## config.mk

```make
export PLATFORM = sky130hd
export DESIGN_NAME = led_frame_sched_flat
export DESIGN_NICKNAME = d
export VERILOG_FILES = /design/src/rtl/led_pkg.sv /design/src/rtl/led_frame_sched_if.sv /design/src/rtl/led_cyc_timer.sv /design/src/rtl/led_frame_sched.sv /design/src/flat_wrapper.sv
export SDC_FILE = /design/constraint.sdc
export NUM_CORES = 1
export LEC_CHECK = 0
export BUFFER_PORTS_ARGS = -buffer_cell sky130_fd_sc_hd__buf_2
export CORE_MARGIN = 2
export CORE_UTILIZATION = 65
export CTS_BUF_LIST = sky130_fd_sc_hd__clkbuf_16
export DETAILED_ROUTE_END_ITERATION = 16
export PLACE_DENSITY = 0.85
export SYNTH_ARGS = -nofsm -noshare
export SYNTH_HDL_FRONTEND = slang
export SYNTH_SLANG_ARGS = --single-unit
```

## constraint.sdc

```tcl
create_clock -name clk -period 3.75 [get_ports clk]
set_input_delay 0 -clock clk [delete_from_list [all_inputs] [get_ports clk]]
set_output_delay 0 -clock clk [all_outputs]
set_load 0.03 [all_outputs]
```

## src/rtl/led_pkg.sv

```systemverilog
// Shared types and widths for the LED frame scheduler.
package led_pkg;

  localparam int unsigned FRAME_CNT_W = 16;

  typedef enum logic [2:0] {
    S_IDLE,
    S_ARM,
    S_WAIT_CALC,
    S_WAIT_SEND,
    S_WAIT_PHY,
    S_LATCH,
    S_HOLD
  } sched_state_t;

endpackage

```

## src/rtl/led_frame_sched_if.sv

```systemverilog
// Control/status bundle between the frame scheduler and its neighbours.
interface led_frame_sched_if;
  import led_pkg::*;

  logic                   enable;
  logic                   clr_err;
  logic                   calc_done;
  logic                   send_start;
  logic                   phy_done;
  logic                   fifo_en;
  logic                   fifo_start;
  logic                   busy;
  logic [FRAME_CNT_W-1:0] frame_cnt;
  logic                   calc_to_err;
  logic                   phy_to_err;
  logic                   overrun_err;

  modport master (
    output enable, clr_err, calc_done, send_start, phy_done,
    input  fifo_en, fifo_start, busy, frame_cnt, calc_to_err, phy_to_err, overrun_err
  );

  modport slave (
    input  enable, clr_err, calc_done, send_start, phy_done,
    output fifo_en, fifo_start, busy, frame_cnt, calc_to_err, phy_to_err, overrun_err
  );

endinterface

```

## src/rtl/led_cyc_timer.sv

```systemverilog
// Clearable up-counter that saturates at, and flags, a terminal count.
module led_cyc_timer #(
  parameter int unsigned CNT_W = 24
) (
  input  logic             clk,
  input  logic             rstn,
  input  logic             clr_i,
  input  logic [CNT_W-1:0] tc_i,
  output logic             tc_hit_o_c
);

  logic [CNT_W-1:0] cnt_q, cnt_d;

  assign tc_hit_o_c = (cnt_q == tc_i);

  always_comb begin
    cnt_d = cnt_q;
    if (clr_i) begin
      cnt_d = '0;
    end else if (!tc_hit_o_c) begin
      cnt_d = cnt_q + CNT_W'(1);
    end
  end

  always_ff @(posedge clk or negedge rstn) begin
    if (!rstn) begin
      cnt_q <= '0;
    end else begin
      cnt_q <= cnt_d;
    end
  end

endmodule

```

## src/rtl/led_frame_sched.sv

```systemverilog
// LED strip frame scheduler: paces refreshes, sequences FIFO arm/fill and PHY,
// enforces the latch gap and keeps sticky timeout/overrun flags.
module led_frame_sched
  import led_pkg::*;
#(
  parameter int unsigned PERIOD_CYC  = 1666667,
  parameter int unsigned GAP_CYC     = 8000,
  parameter int unsigned CALC_TO_CYC = 1000000,
  parameter int unsigned PHY_TO_CYC  = 2000000,
  parameter int unsigned CNT_W       = 24
) (
  input logic              clk,
  input logic              rstn,
  led_frame_sched_if.slave bus
);

  localparam logic [CNT_W-1:0] PERIOD_TC = CNT_W'(PERIOD_CYC - 1);
  localparam logic [CNT_W-1:0] GAP_TC    = CNT_W'(GAP_CYC - 1);
  localparam logic [CNT_W-1:0] CALC_TC   = CNT_W'(CALC_TO_CYC - 1);
  localparam logic [CNT_W-1:0] PHY_TC    = CNT_W'(PHY_TO_CYC - 1);

  sched_state_t           state_q, state_d;
  logic                   fifo_en_q, fifo_en_d;
  logic                   fifo_start_q, fifo_start_d;
  logic                   busy_q, busy_d;
  logic [FRAME_CNT_W-1:0] frame_cnt_q, frame_cnt_d;
  logic                   calc_to_err_q, calc_to_err_d;
  logic                   phy_to_err_q, phy_to_err_d;
  logic                   overrun_err_q, overrun_err_d;

  logic             per_clr_c, per_hit_c;
  logic             tmr_clr_c, tmr_hit_c;
  logic [CNT_W-1:0] tmr_tc_c;
  logic             frame_inc_c, calc_to_set_c, phy_to_set_c, overrun_set_c;

  // Period counter reads 0 in the ARM cycle, so re-arming at PERIOD_TC gives an exact period.
  assign per_clr_c = (state_d == S_ARM);
  // Gap/timeout counter restarts on every state change.
  assign tmr_clr_c = (state_d != state_q);

  led_cyc_timer #(.CNT_W(CNT_W)) u_period (
    .clk        (clk),
    .rstn       (rstn),
    .clr_i      (per_clr_c),
    .tc_i       (PERIOD_TC),
    .tc_hit_o_c (per_hit_c)
  );

  led_cyc_timer #(.CNT_W(CNT_W)) u_step (
    .clk        (clk),
    .rstn       (rstn),
    .clr_i      (tmr_clr_c),
    .tc_i       (tmr_tc_c),
    .tc_hit_o_c (tmr_hit_c)
  );

  // Terminal count of the shared timer for the current state.
  always_comb begin
    tmr_tc_c = '0;
    case (state_q)
      S_WAIT_CALC:             tmr_tc_c = CALC_TC;
      S_WAIT_SEND, S_WAIT_PHY: tmr_tc_c = PHY_TC;
      S_LATCH:                 tmr_tc_c = GAP_TC;
      default:                 tmr_tc_c = '0;
    endcase
  end

  always_comb begin
    state_d       = state_q;
    fifo_start_d  = 1'b0;
    frame_inc_c   = 1'b0;
    calc_to_set_c = 1'b0;
    phy_to_set_c  = 1'b0;
    overrun_set_c = 1'b0;

    case (state_q)
      S_IDLE: if (bus.enable) state_d = S_ARM;
      S_ARM:  state_d = S_WAIT_CALC;
      S_WAIT_CALC: begin
        if (bus.calc_done || tmr_hit_c) begin
          fifo_start_d  = 1'b1;
          calc_to_set_c = !bus.calc_done;
          state_d       = S_WAIT_SEND;
        end
      end
      S_WAIT_SEND: begin
        if (bus.send_start && bus.phy_done) begin
          frame_inc_c = 1'b1;
          state_d     = S_LATCH;
        end else if (bus.send_start) begin
          state_d = S_WAIT_PHY;
        end else if (tmr_hit_c) begin
          phy_to_set_c = 1'b1;
          state_d      = S_LATCH;
        end
      end
      S_WAIT_PHY: begin
        if (bus.phy_done) begin
          frame_inc_c = 1'b1;
          state_d     = S_LATCH;
        end else if (tmr_hit_c) begin
          phy_to_set_c = 1'b1;
          state_d      = S_LATCH;
        end
      end
      S_LATCH: begin
        if (tmr_hit_c) begin
          if (!bus.enable) begin
            state_d = S_IDLE;
          end else if (per_hit_c) begin
            overrun_set_c = 1'b1;
            state_d       = S_ARM;
          end else begin
            state_d = S_HOLD;
          end
        end
      end
      S_HOLD: begin
        if (!bus.enable)    state_d = S_IDLE;
        else if (per_hit_c) state_d = S_ARM;
      end
      default: state_d = S_IDLE;
    endcase

    fifo_en_d   = (state_q == S_ARM);
    busy_d      = (state_d != S_IDLE);
    frame_cnt_d = frame_cnt_q + FRAME_CNT_W'(frame_inc_c);
    // Clear wins over a same-cycle set.
    calc_to_err_d = !bus.clr_err && (calc_to_err_q || calc_to_set_c);
    phy_to_err_d  = !bus.clr_err && (phy_to_err_q  || phy_to_set_c);
    overrun_err_d = !bus.clr_err && (overrun_err_q || overrun_set_c);
  end

  always_ff @(posedge clk or negedge rstn) begin
    if (!rstn) begin
      state_q       <= S_IDLE;
      fifo_en_q     <= 1'b0;
      fifo_start_q  <= 1'b0;
      busy_q        <= 1'b0;
      frame_cnt_q   <= '0;
      calc_to_err_q <= 1'b0;
      phy_to_err_q  <= 1'b0;
      overrun_err_q <= 1'b0;
    end else begin
      state_q       <= state_d;
      fifo_en_q     <= fifo_en_d;
      fifo_start_q  <= fifo_start_d;
      busy_q        <= busy_d;
      frame_cnt_q   <= frame_cnt_d;
      calc_to_err_q <= calc_to_err_d;
      phy_to_err_q  <= phy_to_err_d;
      overrun_err_q <= overrun_err_d;
    end
  end

  assign bus.fifo_en     = fifo_en_q;
  assign bus.fifo_start  = fifo_start_q;
  assign bus.busy        = busy_q;
  assign bus.frame_cnt   = frame_cnt_q;
  assign bus.calc_to_err = calc_to_err_q;
  assign bus.phy_to_err  = phy_to_err_q;
  assign bus.overrun_err = overrun_err_q;

endmodule
```

## src/flat_wrapper.sv

```systemverilog
// flat-port wrapper written by rule: the top's interface ports become plain ports
module led_frame_sched_flat import led_pkg::*;
#(
  parameter int unsigned PERIOD_CYC  = 1666667,
  parameter int unsigned GAP_CYC     = 8000,
  parameter int unsigned CALC_TO_CYC = 1000000,
  parameter int unsigned PHY_TO_CYC  = 2000000,
  parameter int unsigned CNT_W       = 24
)
  (clk, rstn, bus_enable, bus_clr_err, bus_calc_done, bus_send_start, bus_phy_done, bus_fifo_en, bus_fifo_start, bus_busy, bus_frame_cnt, bus_calc_to_err, bus_phy_to_err, bus_overrun_err);
  led_frame_sched_if bus_i ();
  input logic clk;
  input logic rstn;
  input wire logic [$bits(bus_i.enable)-1:0] bus_enable;
  input wire logic [$bits(bus_i.clr_err)-1:0] bus_clr_err;
  input wire logic [$bits(bus_i.calc_done)-1:0] bus_calc_done;
  input wire logic [$bits(bus_i.send_start)-1:0] bus_send_start;
  input wire logic [$bits(bus_i.phy_done)-1:0] bus_phy_done;
  output wire logic [$bits(bus_i.fifo_en)-1:0] bus_fifo_en;
  output wire logic [$bits(bus_i.fifo_start)-1:0] bus_fifo_start;
  output wire logic [$bits(bus_i.busy)-1:0] bus_busy;
  output wire logic [$bits(bus_i.frame_cnt)-1:0] bus_frame_cnt;
  output wire logic [$bits(bus_i.calc_to_err)-1:0] bus_calc_to_err;
  output wire logic [$bits(bus_i.phy_to_err)-1:0] bus_phy_to_err;
  output wire logic [$bits(bus_i.overrun_err)-1:0] bus_overrun_err;
  assign bus_i.enable = bus_enable;
  assign bus_i.clr_err = bus_clr_err;
  assign bus_i.calc_done = bus_calc_done;
  assign bus_i.send_start = bus_send_start;
  assign bus_i.phy_done = bus_phy_done;
  assign bus_fifo_en = bus_i.fifo_en;
  assign bus_fifo_start = bus_i.fifo_start;
  assign bus_busy = bus_i.busy;
  assign bus_frame_cnt = bus_i.frame_cnt;
  assign bus_calc_to_err = bus_i.calc_to_err;
  assign bus_phy_to_err = bus_i.phy_to_err;
  assign bus_overrun_err = bus_i.overrun_err;
  led_frame_sched #(.PERIOD_CYC(PERIOD_CYC), .GAP_CYC(GAP_CYC), .CALC_TO_CYC(CALC_TO_CYC), .PHY_TO_CYC(PHY_TO_CYC), .CNT_W(CNT_W)) u_core (.clk(clk), .rstn(rstn), .bus(bus_i));
endmodule
```

* Word-level counts from Yosys, hierarchy flattened
Index checks and enable logic that the tools add are counted.
** Storage, ports and cells
- Word-level logic and storage cells :: 71
- Bits in latches :: 0
- Input bits :: 7
- RAM bits :: 0
- Memory bits (read-only) :: 0
- Bits in registers :: 73
- Memories :: 0
** Operators by class
- Magnitude comparators :: 0
- Equality and inequality tests :: 12
- Div/mod/pow operators :: 0
- Bitwise operators :: 0
- $mul :: 0
- Reductions and logical operators :: 13
- Shift operators :: 0
- Add/sub/neg operators :: 3
- Multiplexer cells :: 33
** Operators with widths (count)
- $mux W24 :: 4
- $pmux W21 S3 :: 1
- $add A24 B1 Y24 const B :: 2
- $mux W3 :: 11
- $eq A24 B21 Y1 :: 1
- $eq A24 B21 Y1 const B :: 1
- $pmux W3 S7 :: 1
- $add A16 B1 Y16 :: 1
- $mux W1 :: 14
- $eq A3 B3 Y1 const B :: 3
- $eq A3 B1 Y1 const B :: 2
- $eq A3 B2 Y1 const B :: 2
- $logic_and A1 B1 Y1 :: 4
- $logic_or A1 B1 Y1 :: 4
- $ne A2 B1 Y1 const B :: 2
- $pmux W1 S2 :: 2
- $logic_not A3 Y1 :: 1
- $ne A3 B3 Y1 :: 1
- $reduce_bool A3 Y1 :: 1
- $logic_not A1 Y1 :: 2
- $reduce_or A2 Y1 :: 1

* Depth between registers and ports, before layout
Gate-level depths: netlist of the first run.
- Word-level depth :: 10
- Depth in mapped cells :: 11
- Gate-level depth less buffers :: 9

* By module
Synthesis of the first run repeated with hierarchy kept, for this count alone.
** Unflattened totals
- Cell total of the unflattened synthesis :: 483
- Area total of the unflattened synthesis :: 4503.1 sq um
** By module, submodules not included
- led_cyc_timer (u_core.u_period) :: cells an instance 179, seq. area each 600.6 sq um, instances 1, area an instance 1635.3 sq um
- led_cyc_timer (u_core.u_step) :: cells an instance 174, seq. area each 600.6 sq um, instances 1, area an instance 1616.6 sq um
- led_frame_sched :: cells an instance 130, seq. area each 625.6 sq um, instances 1, area an instance 1251.2 sq um

* Worst setup path before layout of the first run
Ideal clock, no wire load.
- Path type :: flip-flop to flip-flop
- From :: register u_core.state_q[2]
- To :: register u_core.busy_q, in the netlist u_core.bus.busy
- Cell stages (with the launch flop) :: 10
- Period minus slack after synthesis :: 2505 ps
- Data arrival time :: 2367 ps
- Buffers on the path :: 2
- Slack :: 1245 ps
- Cells stage by stage :: dfrtp_1 -> buf_2 -> or3b_1 -> buf_2 -> nand2_1 -> a32o_2 -> nand4_4 -> o31a_1 -> o21bai_4 -> or4b_1
** On the way
- Word-level cells in the longest chain between the ends :: 9
- Elaborated cells between the ends (all ways) :: 22
- Those cells by class :: 7 x eq/ne; 11 x mux; 4 x reduce/logical
** RTL lines
- start: declaration :: line led_frame_sched.sv:22 : sched_state_t state_q, state_d;
- start signal: assignment :: line led_frame_sched.sv:145 : state_q <= state_d;
- $eq A3 B2 Y1 or $eq A3 B3 Y1 (tied branches) :: line led_frame_sched.sv:60, led_frame_sched.sv:76
- $reduce_or A2 Y1 :: line led_frame_sched.sv:60 : case (state_q)
- $pmux W21 S3 :: line led_frame_sched.sv:60
- $eq A24 B21 Y1 :: line led_cyc_timer.sv:14 : assign tc_hit_o_c = (cnt_q == tc_i);
- $mux W3 :: line led_frame_sched.sv:92, led_frame_sched.sv:101
- $mux W3 :: line led_frame_sched.sv:90 : end else if (bus.send_start) begin
- $mux W3 :: line led_frame_sched.sv:87 : if (bus.send_start && bus.phy_done) begin
- $pmux W3 S7 (*) :: line led_frame_sched.sv:76 : case (state_q)
- $reduce_bool A3 Y1 (*) :: line led_frame_sched.sv:126 : busy_d = (state_d != S_IDLE);
- named net u_core.busy_d :: line led_frame_sched.sv:25 : logic busy_q, busy_d;
- end signal: assignment :: line led_frame_sched.sv:148 : busy_q <= busy_d;
- end: declaration :: line led_frame_sched.sv:25
Mark *: on every way through the listed nets, which the timed path passes. The rest lies on a longest branch.
A chain may end at the register's enable or synchronous reset.

* Worst setup path in the final report of the first run
- From :: register u_core.state_q[2]
- To :: register u_core.u_step.cnt_q[16]
** On the way
- Word-level cells in the longest chain between the ends :: 10
- Elaborated cells between the ends (all ways) :: 24
- Those cells by class :: 9 x eq/ne; 12 x mux; 3 x reduce/logical
** RTL lines
- $eq A3 B2 Y1 or $eq A3 B3 Y1 (tied branches) :: line led_frame_sched.sv:60, led_frame_sched.sv:76
- $reduce_or A2 Y1 :: line led_frame_sched.sv:60
- $pmux W21 S3 :: line led_frame_sched.sv:60
- $eq A24 B21 Y1 :: line led_cyc_timer.sv:14
- $mux W3 :: line led_frame_sched.sv:92, led_frame_sched.sv:101
- $mux W3 :: line led_frame_sched.sv:90
- $mux W3 :: line led_frame_sched.sv:87
- $pmux W3 S7 :: line led_frame_sched.sv:76
- $ne A3 B3 Y1 :: line led_frame_sched.sv:39 : assign tmr_clr_c = (state_d != state_q);
- $ne A2 B1 Y1 (no line) or $mux W24 (tied branches)
- end signal: assignment :: line led_cyc_timer.sv:29 : cnt_q <= cnt_d;
- end: declaration :: line led_cyc_timer.sv:12 : logic [CNT_W-1:0] cnt_q, cnt_d;
Several ways; a longest one is shown, not always the timed one.

==> metrics.md, run 1 <==
| Metric | Value |
|---|---|
| Seq/Total Area, Yosys | 43.45% |
| Seq cells post-synth | 73 |
| Synth Flop Type | dfrtp_1 |
| RSZ-0062 raised after global routing | false |
| Pwr Density | between 600 and 700 mW/mm² |
| Synth warnings | 0 |
| Ys async rst share | 100.0% |
| I/O pin count | 29 |
| Lkg Pwr | 0.002027 µW |
| Hold depth | 3 |
| Total GRT Usage | 28.11% |
| Syn avg cell area | roughly 10 µm² |
| Clk pin slew, worst setup/hold paths | 0.06 ns |
| Clock tree buffer depth | 2 |
| Starting Density | around two thirds |
| CTS tree | done |
| Setup violators final | 0 |
| Sw Share | around two fifths |
| # H-tree levels | 3 |
| Detailed Route WL | 9388 µm |
| Fmax | 340.0 MHz |
| Antenna-violating nets left | 0 |
| Die Span Y | 84.42 µm |
| Pint | 1849 µW |
| Switching power | 1293 µW |
| Post-synthesis adder-cell area fraction | 1.488% |
| CTS resizes | 0 |
| Final worst slack | about 0.8 ns |
| Reg power frac | 33.4% |
| Peak VDD IR | 0.3615 mV |
| RR Endpoint | u_core.u_step.cnt_q[16] |
| Vias per cell | between 6 and 7 |
| Tmin final | 2.941 ns |
| Critical path class | reg2reg |
| Share of the synthesized area in the top cell type | 43.45% |
| CP startpoint | u_core.state_q[2] |
| Hold EP | u_core.bus.overrun_err |
| CTS buffer count | 9 |
| DRC viols | 0 |
| Setup slack, reg-to-reg | 0.81 ns |
| Via count | 3354 |
| Largest net degree at the start of global routing | 46 |
| Antenna cells | 0 |
| Clock power frac | 29.3% |
| Core Region | 0.006314 mm² |
| Top-count cell post-synth | dfrtp_1 |
| CP endpoint kind | flop |
| Syn nets | 438 |
| Cell variety after synth | 61 |
| Detailed Routing Iterations Pass 1 | 5 |
| Main combinational cell family by area after synthesis | simple AND/OR/NAND/NOR gates |
| Later-pin clock latency in the skew report | approximately 0.34 ns |
| Layout area overhead | 11.85% |
| Fin nets | 465 |
| # clock sinks | 73 |
| Setup Buffers After CTS | 0 |
| Final-report max-slew violation count | 0 |
| Cells after synthesis | roughly 430 |
| Hold wc startpoint | bus_enable |
| Final Util | 74.47% |
| Area of the mapped netlist | 0.004204 mm² |
| Initial DRC Count | 238 |
| Place WS | 0.8472 ns |
| Worst Skew | 0.009149 ns |
| Die area | around 0.0071 mm² |
| Post-DR wirelength/cell | 17.55 µm |
| GRT overflow | 0 |
| Power share of the combinational group | 37.2% |
| Worst min-delay path class | in2reg |
| First-pass GRT wire length | 16030 µm |
| Clock Root Buffer | clkbuf_16 |
| Simple-Gate Fraction of Synth Area | 27.08% |
| FF-to-FF Start | u_core.state_q[2] |
| Slew HR | 33.95% |
| FF-to-FF path depth | 7 |
| Yosys top cell by area | dfrtp_1 |
| Row cnt | 29 |
| Cts-stage hold buffer count | 3 |
| Max-cap violations | 0 |
| Top post-synthesis cells by count | 73 x dfrtp_1, 36 x nand2_1, 35 x xnor2_1 |
| Post-synthesis mux area share | 0.4762% |
| Fin crit share | 78.43% |
| Outcome | complete, no violations |
| Vias in the first global route | 3367 |
| Post-synth EDFFs | 0 |
| Critical Path Source Type | flop |
| Setup TNS Final | 0 ns |
| Die Width | about 84 µm |
| Initial antenna violation count | 0 |
| Arrival time at the worst endpoint | 3.16 ns |
| Share of layout cells above drive strength 1 | 17.90% |
| CP max FO | 24 |
| Compound-gate portion of the synthesized area | 11.13% |
| Final HPWL DP | 6313 µm |
| Top cells by area, synth | dfrtp_1 43%, xnor2_1 7.3%, xor2_1 5.2%, nor4_2 5.1%, a21oi_1 3.9% |
| Worst endpoint required time | 3.97 ns |
| Least-Margin Pin Slew | 0.9907 ns |
| GP Congestion | 0.8818 |
| Final hold vios | 0 |
| Port Buf Inserts | 28 |
| Area share of xor/xnor cells in the synthesized design | 12.50% |
==> placed cells by master (no fill, tap or decap), types with 3 or more instances in the layout <==
| cell | count |
|---|---|
| dfrtp_1 | 73 |
| nand2_1 | 36 |
| xnor2_1 | 35 |
| nor2_1 | 32 |
| a21oi_1 | 32 |
| nand3_1 | 31 |
| buf_2 | 28 |
| xor2_1 | 25 |
| and3_1 | 18 |
| nor4_2 | 17 |
| nor3_1 | 12 |
| inv_1 | 9 |
| clkbuf_16 | 9 |
| o21ai_0 | 7 |
| ha_1 | 5 |
| buf_4 | 5 |
| nor4_1 | 4 |
| nand2b_1 | 4 |
| nor4b_1 | 4 |
| nand4_1 | 3 |
| or2_2 | 3 |
| a211oi_1 | 3 |
| o211ai_1 | 3 |
| dlygate4sd3_1 | 3 |
==> through the flow <==
step	std cells	hold slack [ns]	cell area [µm²]	total power, µW
final	535	0.01135	4702	3142
after global routing	535	0.03903	4702	3299
after CTS	535	0.008307	4702	3142
after detailed placement	516	0.2024	4355	2217
after global placement	516	0.2014	4355	2181
after floorplan	426	-0.2956	4204	2007
==> final cells by class <==
cell class | count | area [µm²]
inverters | 9 | 33.78
clock inverters | 7 | 91.34
flip-flops and latches | 73 | 1827
fillers | 450 | 1612
repair buffers | 36 | 207.7
clock buffers | 9 | 225.2
well taps | 77 | 96.34
multi-input cells | 324 | 2221
==> cell families after synthesis <==
family | after synthesis
compound gates | 69
mux | 2
flops | 73
fa+ha+maj | 5
buf+inv | 29
xor+xnor | 60
simple gates | 188
==> worst max path at each step <==
stage / cells after the start / endpoint
after floorplan: 9 / u_core.bus.busy
after global placement: 8 / u_core.bus.busy
after detailed placement: 8 / u_core.bus.busy
after CTS: 8 / u_core.u_step.cnt_q[16]
after global routing: 8 / u_core.u_step.cnt_q[16]
final: 7 / u_core.u_step.cnt_q[16]
==> power groups by stage <==
stage / sequential (µW) / combinational, µW / clock, µW
2_1_floorplan: 1040 / 967 / 0
3_3_place_gp: 1050 / 1130 / 0
3_5_place_dp: 1060 / 1160 / 0
4_1_cts: 1050 / 1170 / 925
5_1_grt: 1070 / 1270 / 959
6_report: 1050 / 1170 / 922
==> routing by layer <==
layer  vias up  global-route usage (%)  routed length, µm
met3        33                   4.326                389
met1      1620                   34.74               3912
met4         0                   17.32                390
met5         -                       0                  0
met2       114                   46.46               4695
li1       1587                       -                  -
==> critical path, cell delays in order (launching register included) <==
cell and delay, ns:
dfrtp_1 0.72, nand2b_2 0.22, o32ai_1 0.58, o31ai_1 0.15, a21oi_1 0.27, a21oi_1 0.10
a211o_4 0.43, nor4b_1 0.33
==> flip-flops by register name, indices dropped and copies added, names as in the netlist <==
| name | flops |
|---|---|
| u_core.bus.overrun_err | 1 |
| u_core.bus.fifo_start | 1 |
| u_core.u_step.cnt_q | 24 |
| u_core.bus.phy_to_err | 1 |
| u_core.u_period.cnt_q | 24 |
| u_core.bus.fifo_en | 1 |
| u_core.bus.frame_cnt | 16 |
| u_core.bus.busy | 1 |
| u_core.bus.calc_to_err | 1 |
| u_core.state_q | 3 |
(Power assumes the default switching activity.)
==> run 2: changes to the inputs <==
Settings changed: CORE_UTILIZATION 65 to 61, PLACE_DENSITY 0.85 to 0.8.
Clock period 3.75 ns to 3.1 ns, I/O delays scaled along.
==> run 2 against run 1 <==
Effect of this change: fmax up 1.8%; register-to-register slack worse by 0.60 ns; combinational power up 26%; clock skew down 0.0024 ns; utilization down 3.4 points; sequential power up 19%; highest routed layer unchanged; via count down 0.75%; clock power up 29%; non-clock buffer count up 4; worst hold slack better by 0.029 ns.
==> metrics.md, run 2 (synthesis results as in run 1) <==
| Metric | Value |
|---|---|
| Final Util | 71.12% |
| # H-tree levels | 3 |
| Die Span Y | 87.02 µm |
| Commonest non-fill, non-tap cell in the layout | dfrtp_1 |
| Detailed Route WL | 9286 µm |
| Vias per cell | around 6.1 |
| Via count | ~3300 |
| Initial DRC Count | 185 |
| Peak VDD IR | 0.4800 mV |
| Die Width | 87.02 µm |
| Fmax | between 300 and 400 MHz |
| Layout area overhead | 13.66% |
| Tmin final | around 2.9 ns |
| Initial antenna violation count | 0 |
| Worst min-delay path class | in2reg |
| Max-cap violations | 0 |
| Detailed Routing Iterations Pass 1 | 4 |
| Most frequent cells in the layout | 71 x dfrtp_1, 36 x nand2_1, 35 x xnor2_1 |
| Row cnt | 30 |
| Met1 usage | 33.95% |
| First-pass GRT wire length | 15790 µm |
| Outcome | complete, no violations |
| Die area | approximately 0.0076 mm² |
| Fin crit share | 93.17% |
| Antenna-violating nets left | 0 |
| Final-report max-slew violation count | 0 |
| CTS buffer count | 9 |
| Arrival time at the worst endpoint | 3.09 ns |
| Slowest cell on the critical path | dfrtp_1 |
| Setup violators final | 0 |
| Grt peak-use layer | met2 |
| Worst Skew | 0.006752 ns |
| RSZ-0062 raised after global routing | false |
| CTS tree | done |
| Least-Margin Pin Slew | 0.8944 ns |
| Slew HR | 40.38% |
| Total GRT Usage | a little over a quarter |
| GR Layer Usage met3 | 5.592% |
| Met2 Resource Use GR | approximately 43% |
| Starting Density | a little over three fifths |
| Final hold vios | 0 |
| DRC viols | 0 |
| GRT overflow | 0 |
| Clock tree buffer depth | 2 |
| Pwr Density | roughly 820 mW/mm² |
| Setup TNS Final | 0 ns |
| Share of layout cells above drive strength 1 | 19.05% |
| Post-DR wirelength/cell | roughly 17 µm |
| Place WS | 0.2099 ns |
| Core Region | 0.006719 mm² |
| Fin nets | 469 |
| Port Buf Inserts | 28 |
| CP max FO | 10 |
| CP max stage delay | between 0.5 and 0.6 ns |
| Critical Path Source Type | flop |
| CP endpoint kind | flop |
| # clock sinks | 73 |
| GP Congestion | 0.9592 |
| Clock Root Buffer | clkbuf_16 |
| Largest net degree at the start of global routing | 74 |
| I/O pin count | 29 |
| Final worst slack | 0.2116 ns |
| Clk pin slew, worst setup/hold paths | 0.06 ns |
| Worst endpoint required time | between 3 and 4 ns |
| Power after layout | roughly 4000 µW |
| Critical path class | reg2reg |
| Crit path cell chain | nor2_1 -> or3_1 -> a311oi_2 -> nand4_4 -> o31a_1 -> o21bai_4 -> or4b_1 |
| Later-pin clock latency in the skew report | 0.33 ns |
| Antenna cells | 0 |
| Final HPWL DP | 6179 µm |
| Setup Buffers After CTS | 0 |
| Lkg Pwr | 0.002058 µW |
| Vias in the first global route | 3359 |
-- run 2: changes by cell type in the layout (fill, tap and decap cells not counted), sizes merged --
cell / before / now
buf: 33 / 37
bufinv: 2 / 3
clkinv: 3 / 1
clkinvlp: 0 / 1
-- run 2: worst max-delay path, delay by kind of cell (launching register included) --
kind	cells	cell delay, ns
simple gates	4	1.22
compound gates	3	0.97
flops	1	0.56
-- run 2: cell type report --
| cell class | count | area [µm²] |
|---|---|---|
| multi-input cells | 324 | 2221 |
| clock inverters | 7 | 118.9 |
| fillers | 504 | 1941 |
| flip-flops and latches | 73 | 1829 |
| clock buffers | 9 | 225.2 |
| well taps | 80 | 100.1 |
| repair buffers | 40 | 250.2 |
| inverters | 9 | 33.78 |
-- run 2: per-layer routing --
metal | share of wire, % | routed length (µm)
met5 | 0 | 0
met4 | 2.6 | 240
met3 | 4.6 | 426
met2 | 50 | 4644
met1 | 43 | 3975
-- run 2: report_power, final --
part | switching [µW] | leakage [µW] | total (µW) | internal (µW)
clock network | 403 | 0.000167 | 1190 | 787
registers | 178 | 0.000989 | 1250 | 1070
logic | 985 | 0.000901 | 1480 | 498
total | 1570 | 0.00206 | 3930 | 2360
-- run 2: stage by stage --
stage	cells	area (µm²)	hold slack, ns
6_report	542	4778	0.04072
4_1_cts	542	4776	0.02775
2_1_floorplan	426	4204	-0.2956
5_1_grt	542	4778	0.04716
3_5_place_dp	523	4402	0.2013
3_3_place_gp	523	4402	0.1892
-- run 2: final timing paths --
path / from / to / slack [ns] / cells after the start
min in group asynchronous: rstn / u_core.bus.frame_cnt[7] / 0.42 / 3
max in group asynchronous: rstn / u_core.state_q[2] / 2.06 / 3
setup / recovery: u_core.state_q[0] / u_core.bus.busy / 0.21 / 7
hold reg to reg: u_core.bus.frame_cnt[9] / u_core.bus.frame_cnt[9] / 0.48 / 1
setup reg to reg: u_core.state_q[0] / u_core.bus.busy / 0.21 / 7
hold / removal: bus_enable / u_core.state_q[1] / 0.04 / 3
-- run 2: timing repair --
item / 4_1_cts / 5_1_grt
endpoints found under the setup margin: 0 / 3
endpoints found under the hold margin: 77 / 0
resized for setup: 0 / 2
hold buffers: 3 / 0
